===== config.mk =====
export PLATFORM = sky130hd
export DESIGN_NAME = uart_tx_arbiter
export DESIGN_NICKNAME = d
export VERILOG_FILES = /design/src/rtl/uart_tx_arbiter.sv
export SDC_FILE = /design/constraint.sdc
export NUM_CORES = 1
export LEC_CHECK = 0
export CAP_MARGIN = 40
export CORE_MARGIN = 5
export CORE_UTILIZATION = 52
export DETAILED_ROUTE_END_ITERATION = 8
export PLACE_DENSITY = 0.86
export SYNTH_ARGS = -nofsm -noshare
export SYNTH_HDL_FRONTEND = slang
export SYNTH_SLANG_ARGS = --single-unit

===== constraint.sdc =====
create_clock -name iCLK_50 -period 5.3 [get_ports iCLK_50]
set_clock_uncertainty 0.05 [all_clocks]
set_input_delay 1.06 -clock iCLK_50 [delete_from_list [all_inputs] [get_ports iCLK_50]]
set_output_delay 1.06 -clock iCLK_50 [all_outputs]
set_load 0.005 [all_outputs]

===== src/rtl/uart_tx_arbiter.sv =====
// uart_tx_arbiter: shares one uart_tx between N_REQ byte clients, round-robin per message
module uart_tx_arbiter #(
  parameter int N_REQ = 4,
  parameter int HOLD_TIMEOUT = 1024,
  parameter int TO_W = 16
) (
  input  logic               iCLK_50,
  input  logic               iRST_N,
  input  logic [N_REQ-1:0]   iREQ,
  input  logic [N_REQ-1:0]   iLAST,
  input  logic [8*N_REQ-1:0] iDATA,
  output logic [N_REQ-1:0]   oACK,
  output logic [N_REQ-1:0]   oGRANT,
  output logic               oTX_START,
  output logic [7:0]         oTX_DATA,
  input  logic               iTX_DONE,
  output logic               oBUSY
);
  localparam int IW = $clog2(N_REQ);
  typedef enum logic [1:0] {IDLE, START, WAIT, HOLD} state_t;
  state_t state_q, state_d;
  logic [IW-1:0] rr_q, rr_d, idx_q, idx_d, sel, who;
  logic last_q, last_d, take;
  logic [7:0] data_q, data_d;
  logic [N_REQ-1:0] grant_q, grant_d;
  logic [TO_W-1:0] cnt_q, cnt_d;
  // descending scan so the nearest requester after rr_q is the last writer
  always_comb begin
    sel = rr_q;
    for (int i = N_REQ; i >= 1; i--)
      if (iREQ[IW'((int'(rr_q) + i) % N_REQ)]) sel = IW'((int'(rr_q) + i) % N_REQ);
  end
  assign who  = state_q == IDLE ? sel : idx_q;
  assign take = iRST_N && ((state_q == IDLE && |iREQ) || (state_q == HOLD && iREQ[idx_q]));
  always_ff @(posedge iCLK_50 or negedge iRST_N) begin
    if (!iRST_N) begin
      state_q <= IDLE;
      rr_q    <= IW'(N_REQ - 1);
      idx_q   <= '0;
      last_q  <= 1'b0;
      data_q  <= 8'h00;
      grant_q <= '0;
      cnt_q   <= '0;
    end else begin
      state_q <= state_d;
      rr_q    <= rr_d;
      idx_q   <= idx_d;
      last_q  <= last_d;
      data_q  <= data_d;
      grant_q <= grant_d;
      cnt_q   <= cnt_d;
    end
  end
  // a pending request in HOLD takes priority over timeout expiry
  always_comb begin
    state_d = state_q;
    rr_d    = rr_q;
    idx_d   = idx_q;
    last_d  = last_q;
    data_d  = data_q;
    grant_d = grant_q;
    cnt_d   = cnt_q;
    if (take) begin
      idx_d   = who;
      last_d  = iLAST[who];
      data_d  = iDATA[8*who +: 8];
      grant_d = N_REQ'(1) << who;
      state_d = START;
    end else begin
      case (state_q)
        START: state_d = WAIT;
        WAIT: if (iTX_DONE) begin
          if (last_q) begin
            grant_d = '0;
            rr_d    = idx_q;
            state_d = IDLE;
          end else begin
            cnt_d   = '0;
            state_d = HOLD;
          end
        end
        HOLD: if (cnt_q == TO_W'(HOLD_TIMEOUT - 1)) begin
          grant_d = '0;
          rr_d    = idx_q;
          state_d = IDLE;
        end else cnt_d = cnt_q + 1'b1;
        default: ;
      endcase
    end
  end
  always_comb begin
    oACK      = take ? N_REQ'(1) << who : '0;
    oGRANT    = grant_q;
    oTX_START = state_q == START;
    oTX_DATA  = data_q;
    oBUSY     = state_q != IDLE;
  end
endmodule


# Word level (Yosys, flattened, before mapping)
# Cells that the tools add are included.
classes:
  order_cmp: 6
  n_reduce_logical: 14
  n_shift: 2
  n_mux: 40
  addsub: 5
  n_eq_ne: 12
  bitwise: 1
ops:
  columns: ["op", "count"]
  rows:
  - ["$mux W16", 3]
  - ["$pmux W16 S2", 1]
  - ["$shiftx A32 B6 Y8", 1]
  - ["$mux W2", 12]
  - ["$mux W4", 5]
  - ["$add A16 B1 Y16 const B", 1]
  - ["$eq A16 B10 Y1 const B", 1]
  - ["$lt A2 B4 Y1 const B", 4]
  - ["$bmux W1 S2", 6]
  - ["$mux W1", 10]
  - ["$reduce_and A5 Y1", 2]
  - ["$ne A2 B2 Y1 const B", 4]
  - ["$pmux W4 S2", 1]
  - ["$lt A2 B3 Y1 const B", 2]
  - ["$ne A3 B3 Y1 const B", 2]
  - ["$pmux W2 S3", 1]
  - ["$add A2 B1 Y2 const B", 2]
  - ["$add A2 B2 Y2 const B", 2]
  - ["$eq A2 B2 Y1 const B", 2]
  - ["$pmux W2 S2", 1]
  - ["$reduce_and A4 Y1", 1]
  - ["$reduce_bool A2 Y1", 2]
  - ["$reduce_bool A4 Y1", 1]
  - ["$reduce_or A4 Y1", 1]
  - ["other kinds (10)", 12]
totals:
  wordCells: 87
  out_inout_bits: 18
  reg_bits: 35

# Depth between registers and ports, before layout
# Gate-level depths: netlist of run 1.
logic_depth:
  depth_word: 11
  mapped_depth: 8
  ltp_nobuf: 6

# Worst setup path before layout of run 1
# No wires, ideal clock.
synth_timing:
  path_type: "input -> output"
  start: "input iREQ[1]"
  end: "output oACK[0]"
  cell_stages: 5
  n_path_buf: 1
  t_arrival_ps: 2202
  path_slack_ps: 1988
  t_required_ps: 4190
  cell_sequence: "or4_1 -> nand3_1 -> and2_1 -> clkbuf_1 -> nor3_1"
synth_between:
  elab_chain_len: 10
synth_lines:
  columns: ["element", "line_no", "text"]
  rows:
  - ["from (decl)", "9", "input logic [N_REQ-1:0] iREQ,"]
  - ["$bmux W1 S2", "31", "if (iREQ[IW'((int'(rr_q) + i) % N_REQ)]) sel = IW'((int'(rr_q) + i) % N_REQ);"]
  - ["$mux W1 (implied by the code) (2 in a row)", "31", null]
  - ["$mux W2 (4 in a row)", "31", null]
  - ["$mux W2", "33", "assign who = state_q == IDLE ? sel : idx_q;"]
  - ["$shl A1 B2 Y4", "92", "oACK = take ? N_REQ'(1) << who : '0;"]
  - ["$mux W4 (*)", "92", null]
  - ["to (decl)", "12", "output logic [N_REQ-1:0] oACK,"]
# Mark *: on every way between the ends. The rest lies on a longest branch, timed or not. The select of a mux whose other input is x is not followed.

# Worst setup path in the final report of run 1
layout_timing:
  start: "input iREQ[2]"
  end: "output oACK[3]"
# Same word-level chain as after synthesis.

==> results of run 1 <==
[cells by family after synthesis]
kind of cell / after synthesis / share of synthesized area (%)
compound gates: 59 / 21.7
fa+ha+maj: 1 / 0.576
buf+inv: 16 / 4.20
flops: 35 / 40.4
mux: 24 / 11.7
simple gates: 82 / 21.4
[routing by layer]
layer  share of wire (%)  global-route usage [%]  vias up
met5                   0                       0        -
met4                 3.0                    11.7        0
met3                 3.0                    3.34       13
met2                  53                    40.4       43
met1                  41                    28.2      997
li1                    -                       -      964
[registers in the layout, summed over array words and instances (netlist names)]
signal	cells
state_q	2
oGRANT	4
idx_q	2
rr_q	2
last_q	1
cnt_q	16
oTX_DATA	8
[worst register-to-register path, delay by kind of cell, from the launching register on]
family | cells | cell delay, ns
AO/OA/AOI/OAI | 1 | 0.65
flip-flops | 1 | 0.44
multiplexers | 1 | 0.19
AND/OR/NAND/NOR | 3 | 1.33
[cell usage in the layout (no fill, tap or decap), drive strengths merged, types with 3 or more instances in the layout]
cell / netlist / layout
or4: 13 / 13
nand2b: 5 / 5
mux2i: 21 / 21
a21o: 6 / 6
a21oi: 15 / 15
clkdlybuf4s50: 0 / 60
nand2: 12 / 12
dfrtp: 33 / 33
o31ai: 12 / 12
o21ai: 5 / 5
nand3: 9 / 9
inv: 3 / 3
nor2: 17 / 17
a31oi: 3 / 3
clkbuf: 6 / 8
nor3: 6 / 6
a221oi: 9 / 9
buf: 7 / 5
nand4: 7 / 7
[report_power, final]
| group | switching, uW | internal, uW | total (uW) |
|---|---|---|---|
| logic | 353 | 344 | 697 |
| clock network | 95.4 | 119 | 214 |
| registers | 94.7 | 358 | 453 |
| total | 543 | 821 | 1360 |
[layout make-up]
type	instances	area share, %
well taps	50	2.16
repair buffers	65	22.0
clock buffers	8	3.45
flip-flops and latches	35	30.3
inverters	3	0.388
multi-input cells	166	41.7
[worst paths after layout]
kind                                   to       from  cells after the start  slack [ns]
max in group asynchronous       cnt_q[13]     iRST_N                      2        3.84
worst min-delay path            oGRANT[2]  oGRANT[2]                      1        0.43
min in group asynchronous       oGRANT[2]     iRST_N                      2        1.06
worst max register to register  cnt_q[13]  cnt_q[10]                      5        2.57
worst min register to register  oGRANT[2]  oGRANT[2]                      1        0.43
worst max-delay path              oACK[3]    iREQ[2]                      6        0.96
[through the flow]
step | cell area, um^2 | setup WS, ns | std cells | power [uW] | util, %
finish | 2900 | 0.957 | 327 | 1360 | 72.0
global route | 2900 | 0.770 | 327 | 1440 | 72.0
CTS | 2900 | 0.935 | 327 | 1370 | 72.0
detailed placement | 2800 | 0.939 | 319 | 1150 | 69.5
global placement | 2800 | 1.04 | 319 | 1130 | 69.5
floorplan | 2170 | 1.99 | 217 | 900 | -
[Yosys cell counts, types with 2 or more instances]
| cell type | n |
|---|---|
| a21o_1 | 6 |
| a21oi_1 | 9 |
| a21oi_2 | 6 |
| a221oi_1 | 9 |
| a31oi_1 | 2 |
| and2_1 | 2 |
| and4_1 | 2 |
| buf_2 | 3 |
| clkbuf_1 | 6 |
| dfrtp_1 | 33 |
| dfstp_2 | 2 |
| inv_1 | 3 |
| mux2_2 | 2 |
| mux2i_1 | 21 |
| nand2_1 | 12 |
| nand2b_1 | 5 |
| nand3_1 | 9 |
| nand4_1 | 7 |
| nor2_1 | 17 |
| nor3_1 | 6 |
| nor4_1 | 2 |
| o21a_1 | 2 |
| o21ai_0 | 5 |
| o31a_1 | 2 |
| o31ai_1 | 7 |
| o31ai_2 | 5 |
| or4_1 | 12 |
==> results.md, run 1 <==
* Longest Clk Path Bufs at 2
* IR drop worst, VDD at 0.346 mV
* Max_cap viols at 0
* Largest delay share family, worst path: buffers and inverters
* Leakage power at 0.00117 uW
* TritonCTS Buffers at 5
* Tot GR Track Use at 23.3%
* Synth Register Bits at 35
* Fmax achieved at 0.230 GHz
* Clock transition at the registers of the reported paths at ~0.07 ns
* CP required at 4.19 ns
* Placed wire-length estimate at 4.36 mm
* Vias in the first global route at slightly below 2000
* Cells after Synth at 217
* Synth Area per Inst at roughly 10 um^2
* Max-slew violations at 0
* Nets at 320
* Slowest-stage cell, CP: clkdlybuf4s50_1
* Synth Cell Area at 2170 um^2
* Grt total ovfl at 0
* Share of cells above drive strength 1 at 11.6%
* Outcome: finished, final reports clean
* Cell breakdown of the critical path: clkdlybuf4s50_1 -> mux4_2 -> nand4_1 -> and2_1 -> nor3_1 -> clkdlybuf4s50_1
* Hold Worst Slack at 0.434 ns
* Largest cells by area after synthesis: dfrtp_1 (38%), mux2i_1 (9.7%), or4_1 (4.1%)
* Area of the multi-input gates at 1210 um^2
* Crit share post-route at 81.9%
* RePlAce Congestion at roughly 0.85
* DR vias/cell at 6.17
* Residual DRC at 0
* Antenna cells at 0
* Post-synth EDFFs at 0
* Final setup TNS at 0 ns
* Drt wl/cell at about 18 um
* Synth area leader: dfrtp_1
* Power per Cell Area at 470 nW/um^2
* CP bufs+invs at 2
* ANT nets after route at 0
* DRT Pass-1 Iters at 4
* First-pass GRT wire length at 9.72 mm
* Layout filler cell count at 300
* Core box area at 4030 um^2
* Clk sinks at 35
* Max incr delay on CP at 0.57 ns
* CTS resizes at 0
* Clk Tree Root Cell: clkbuf_8
* Via count at 2017
* Die height at 74.7 um
* Total I/O pin count at between 60 and 70
* Crit-path max FO at 12
* DRT iter0 DRCs at 199
* Critical path type: primary input to output port
* Initial Utilization at 53.9%
* Hold Fails Final Rpt at 0
* Largest net degree at the start of global routing at 38
* Worst-Margin Slew at 0.737 ns
* Drt total wl at 5.95 mm
* CTS tree: yes
* # Post-CTS Setup Buffers at 0
* Register Area at 878 um^2
* Area grow syn2layout at 33.4%
* Port Buffers at 60
* Num rows at 23
* Worst relative slew slack at between 50 and 60%
* Startpoint types: primary input
* CP arrival at approximately 3.2 ns
* Period minus WS final at between 4 and 5 ns
* Initial antenna violation count at 0
* Syn_nets at 261
* Setup-failing EPs final at 0
* Die width at approximately 75 um
* Syn. warnings at 0
* Sequential area share after synthesis at 40.4%
* Critical Path Sink Type: output port
* Top FF cell, synth: dfrtp_1
* Crit-path most repeated cell: clkdlybuf4s50_1
* # hold bufs at CTS at 0
* Unrepaired setup endpoints after global routing: no
* Full die area at 5570 um^2
* H-tree Lvls at 2
* Ys async rst share at 100%
* Clock Latency Late Sink at 0.29 ns
* Min-Delay Path Class: flop to flop
* Library cells used by synthesis at 47
* Synth top area share at between 30% and 40%
(Power assumes the default switching activity.)
==> inputs of run 2 (changes only) <==
--- a/config.mk
+++ b/config.mk
@@ -7,9 +7,9 @@
 export LEC_CHECK = 0
 export CAP_MARGIN = 40
 export CORE_MARGIN = 5
-export CORE_UTILIZATION = 52
+export CORE_UTILIZATION = 43
 export DETAILED_ROUTE_END_ITERATION = 8
-export PLACE_DENSITY = 0.86
+export PLACE_DENSITY = 0.76
 export SYNTH_ARGS = -nofsm -noshare
 export SYNTH_HDL_FRONTEND = slang
 export SYNTH_SLANG_ARGS = --single-unit
==> constraint.sdc (replaced) <==
create_clock -name iCLK_50 -period 3.9 [get_ports iCLK_50]
set_clock_uncertainty 0.05 [all_clocks]
set_input_delay 0.78 -clock iCLK_50 [delete_from_list [all_inputs] [get_ports iCLK_50]]
set_output_delay 0.78 -clock iCLK_50 [all_outputs]
set_load 0.005 [all_outputs]
==> run 2 against run 1 <==
Against the previous run: final area up 1.3%; power up 36%; utilization down 11 points; clock power up 36%; global-route usage down 4.4 points; clock-buffer cell count unchanged; routed wire length down 2.9%; largest cell class unchanged.
==> results.md, run 2 (same netlist as run 1, synthesis figures left out) <==
* Max_cap viols at 0 (unchanged)
* Grt total ovfl at 0 (unchanged)
* Worst R2R Setup Slack at 1.21 ns (-1.36 ns)
* CTS resizes at 0 (unchanged)
* Worst r2r dst: cnt_q[13]
* DR vias/cell at 5.77 (-6.5%)
* First-pass GRT wire length at 9.51 mm (-2.1%)
* Hold Fails Final Rpt at 0 (unchanged)
* TritonCTS Buffers at 5 (unchanged)
* Vias in the first global route at 1946 (unchanged)
* IR drop worst, VDD at 0.390 mV (+13%)
* Die width at 81.1 um (+8.6%)
* H-tree Lvls at 2 (unchanged)
* Nets at 322 (+0.63%)
* Reg2Reg Depth at 5 (unchanged)
* Outcome: finished, final reports clean
* Total I/O pin count at 61 (unchanged)
* Num rows at 25 (+8.7%)
* Clk Tree Root Cell: clkbuf_8
* Crit-path max FO at 6 (-6)
* Max-slew violations at 0 (unchanged)
* Largest reg by FF count: cnt_q
* Busiest grt layer: met2
* Tot GR Track Use at 18.8% (-4.4 points)
* ANT nets after route at 0 (unchanged)
* # hold bufs at CTS at 0 (unchanged)
* Worst setup path startpoint: iREQ[2]
* Longest Clk Path Bufs at 2 (unchanged)
* Leakage power at 0.00118 uW (+0.79%)
* Clock transition at the registers of the reported paths at 0.07 ns (about the same)
* Slowest-stage cell, CP: clkdlybuf4s50_1
* Placed wire-length estimate at 4.27 mm (-2.0%)
* Clock Latency Late Sink at 0.28 ns (about the same)
* Fmax achieved at 0.274 GHz
* DRT iter0 DRCs at 117 (-41%)
* Min-Delay Path Class: flop to flop
* Most frequent cells in the layout: clkdlybuf4s50_1 (60), dfrtp_1 (33), mux2i_1 (21)
* Commonest non-fill, non-tap cell in the layout: clkdlybuf4s50_1
* Drt wl/cell at 16.7 um (-8.2%)
* Worst hold path depth at 1 (unchanged)
* Startpoint types: primary input
* Placed Cells at 338 (+6.0%)
* CTS tree: yes
* Antenna cells at 0 (unchanged)
* Grt met2 use at 31.9% (-8.5 points)
* Die height at 81.1 um (+8.6%)
* Final setup TNS at 0 ns (unchanged)
* Worst-Margin Slew at 0.757 ns (+0.0204 ns)
* Period minus WS final at 3.66 ns
* Max FFs per register at 16 (unchanged)
* Clk sinks at 35 (unchanged)
* Met3 GRT Util at 3.33% (-0.012 points)
* Crit share post-route at between 90% and 100%
* Layout filler cell count at 433 (+44%)
* Area grow syn2layout at 35.1%
* Unrepaired setup endpoints after global routing: no
* Power per Cell Area at 632 nW/um^2 (+34%)
* DRT Pass-1 Iters at 4 (unchanged)
* Worst hold path endpoint: oGRANT[3]
* Crit-path most repeated cell: clkdlybuf4s50_1
* Initial antenna violation count at 0 (unchanged)
* RePlAce Congestion at 0.817 (-3.8%)
* Share of cells above drive strength 1 at 12.2% (+0.63 points)
* Worst reg2reg startpoint: cnt_q[10]
* Hold Worst Slack at 0.427 ns (-0.00686 ns)
* Worst relative slew slack at 49.5% (-1.4 points)
* Critical path type: primary input to output port
* Fin cells at 346 (+5.8%)
* # Post-CTS Setup Buffers at 0 (unchanged)
* Setup-failing EPs final at 0 (unchanged)
* CP required at 3.07 ns (-1.12 ns)
* Area of the multi-input gates at 1210 um^2 (unchanged)
* Drt total wl at 5.78 mm (-2.9%)
* GR Layer Usage met1 at 23.2% (-5.0 points)
* Port Buffers at 60 (unchanged)
* Cell breakdown of the critical path: clkdlybuf4s50_1 -> mux4_2 -> nand4_1 -> and2_1 -> nor3_1 -> clkdlybuf4s50_1
* Hold path startpoint: oGRANT[3]
* CP arrival at 2.83 ns (-0.40 ns)
* Register Area at 878 um^2 (unchanged)
* Full die area at 6580 um^2 (+18%)
* Initial Utilization at 45.1% (-8.8 points)
* Max incr delay on CP at 0.57 ns (about the same)
* Critical Path Sink Type: output port
* Residual DRC at 0 (unchanged)
* Core box area at 4820 um^2 (+20%)
* Largest net degree at the start of global routing at 38 (unchanged)
* Via count at 1995 (-1.1%)
[run 2: cell types whose count changed in the layout (fill, tap and decap cells not counted), sizes merged]
cell and change:
buf +2
[run 2: how the worst max path moves through the flow]
| stage | endpoint | slack [ns] |
|---|---|---|
| 6_report | oACK[1] | 0.24 |
| 3_5_place_dp | oACK[1] | 0.28 |
| 2_1_floorplan | oACK[0] | 1.15 |
| 3_3_place_gp | oACK[1] | 0.32 |
| 4_1_cts | oACK[1] | 0.27 |
| 5_1_grt | oACK[1] | 0.16 |
[run 2: final cells by class]
| type | count | area share, % |
|---|---|---|
| Clock buffer | 8 | 3.41 |
| Inverter | 3 | 0.383 |
| Multi-Input combinational cell | 166 | 41.2 |
| Sequential cell | 35 | 29.9 |
| Tap cell | 67 | 2.85 |
| Timing Repair Buffer | 67 | 22.2 |
[run 2: critical path, delay by kind of cell]
kind                   cells  cell delay, ns
AND/OR/NAND/NOR            3            0.64
buffers and inverters      2            1.13
multiplexers               1            0.28
[run 2: power breakdown]
part	switching (uW)	leakage, uW	internal [uW]	total, uW
logic	471	0.000690	480	951
clock network	130	0.0000515	161	292
registers	127	0.000442	487	614
total	728	0.00118	1130	1860
[run 2: layer usage]
layer	wire [um]	vias up
met5	0	-
li1	-	969
met3	197	12
met4	176	0
met2	2940	46
met1	2460	968
[run 2: stage by stage]
stage / setup slack [ns] / total power (uW) / area, um^2 / utilization (%)
floorplan: 1.15 / 1220 / 2170 / -
global placement: 0.319 / 1560 / 2840 / 58.9
detailed placement: 0.285 / 1570 / 2840 / 58.9
CTS: 0.268 / 1870 / 2940 / 61.0
global route: 0.161 / 1990 / 2940 / 61.0
finish: 0.245 / 1860 / 2940 / 61.0
==> inputs of run 3 (changes only) <==
--- a/config.mk
+++ b/config.mk
@@ -5,7 +5,7 @@
 export SDC_FILE = /design/constraint.sdc
 export NUM_CORES = 1
 export LEC_CHECK = 0
-export CAP_MARGIN = 40
+export CAP_MARGIN = 25
 export CORE_MARGIN = 5
 export CORE_UTILIZATION = 43
 export DETAILED_ROUTE_END_ITERATION = 8
==> results of run 3 <==
The final DEF is identical to that of run 2; final timing and power are the same.
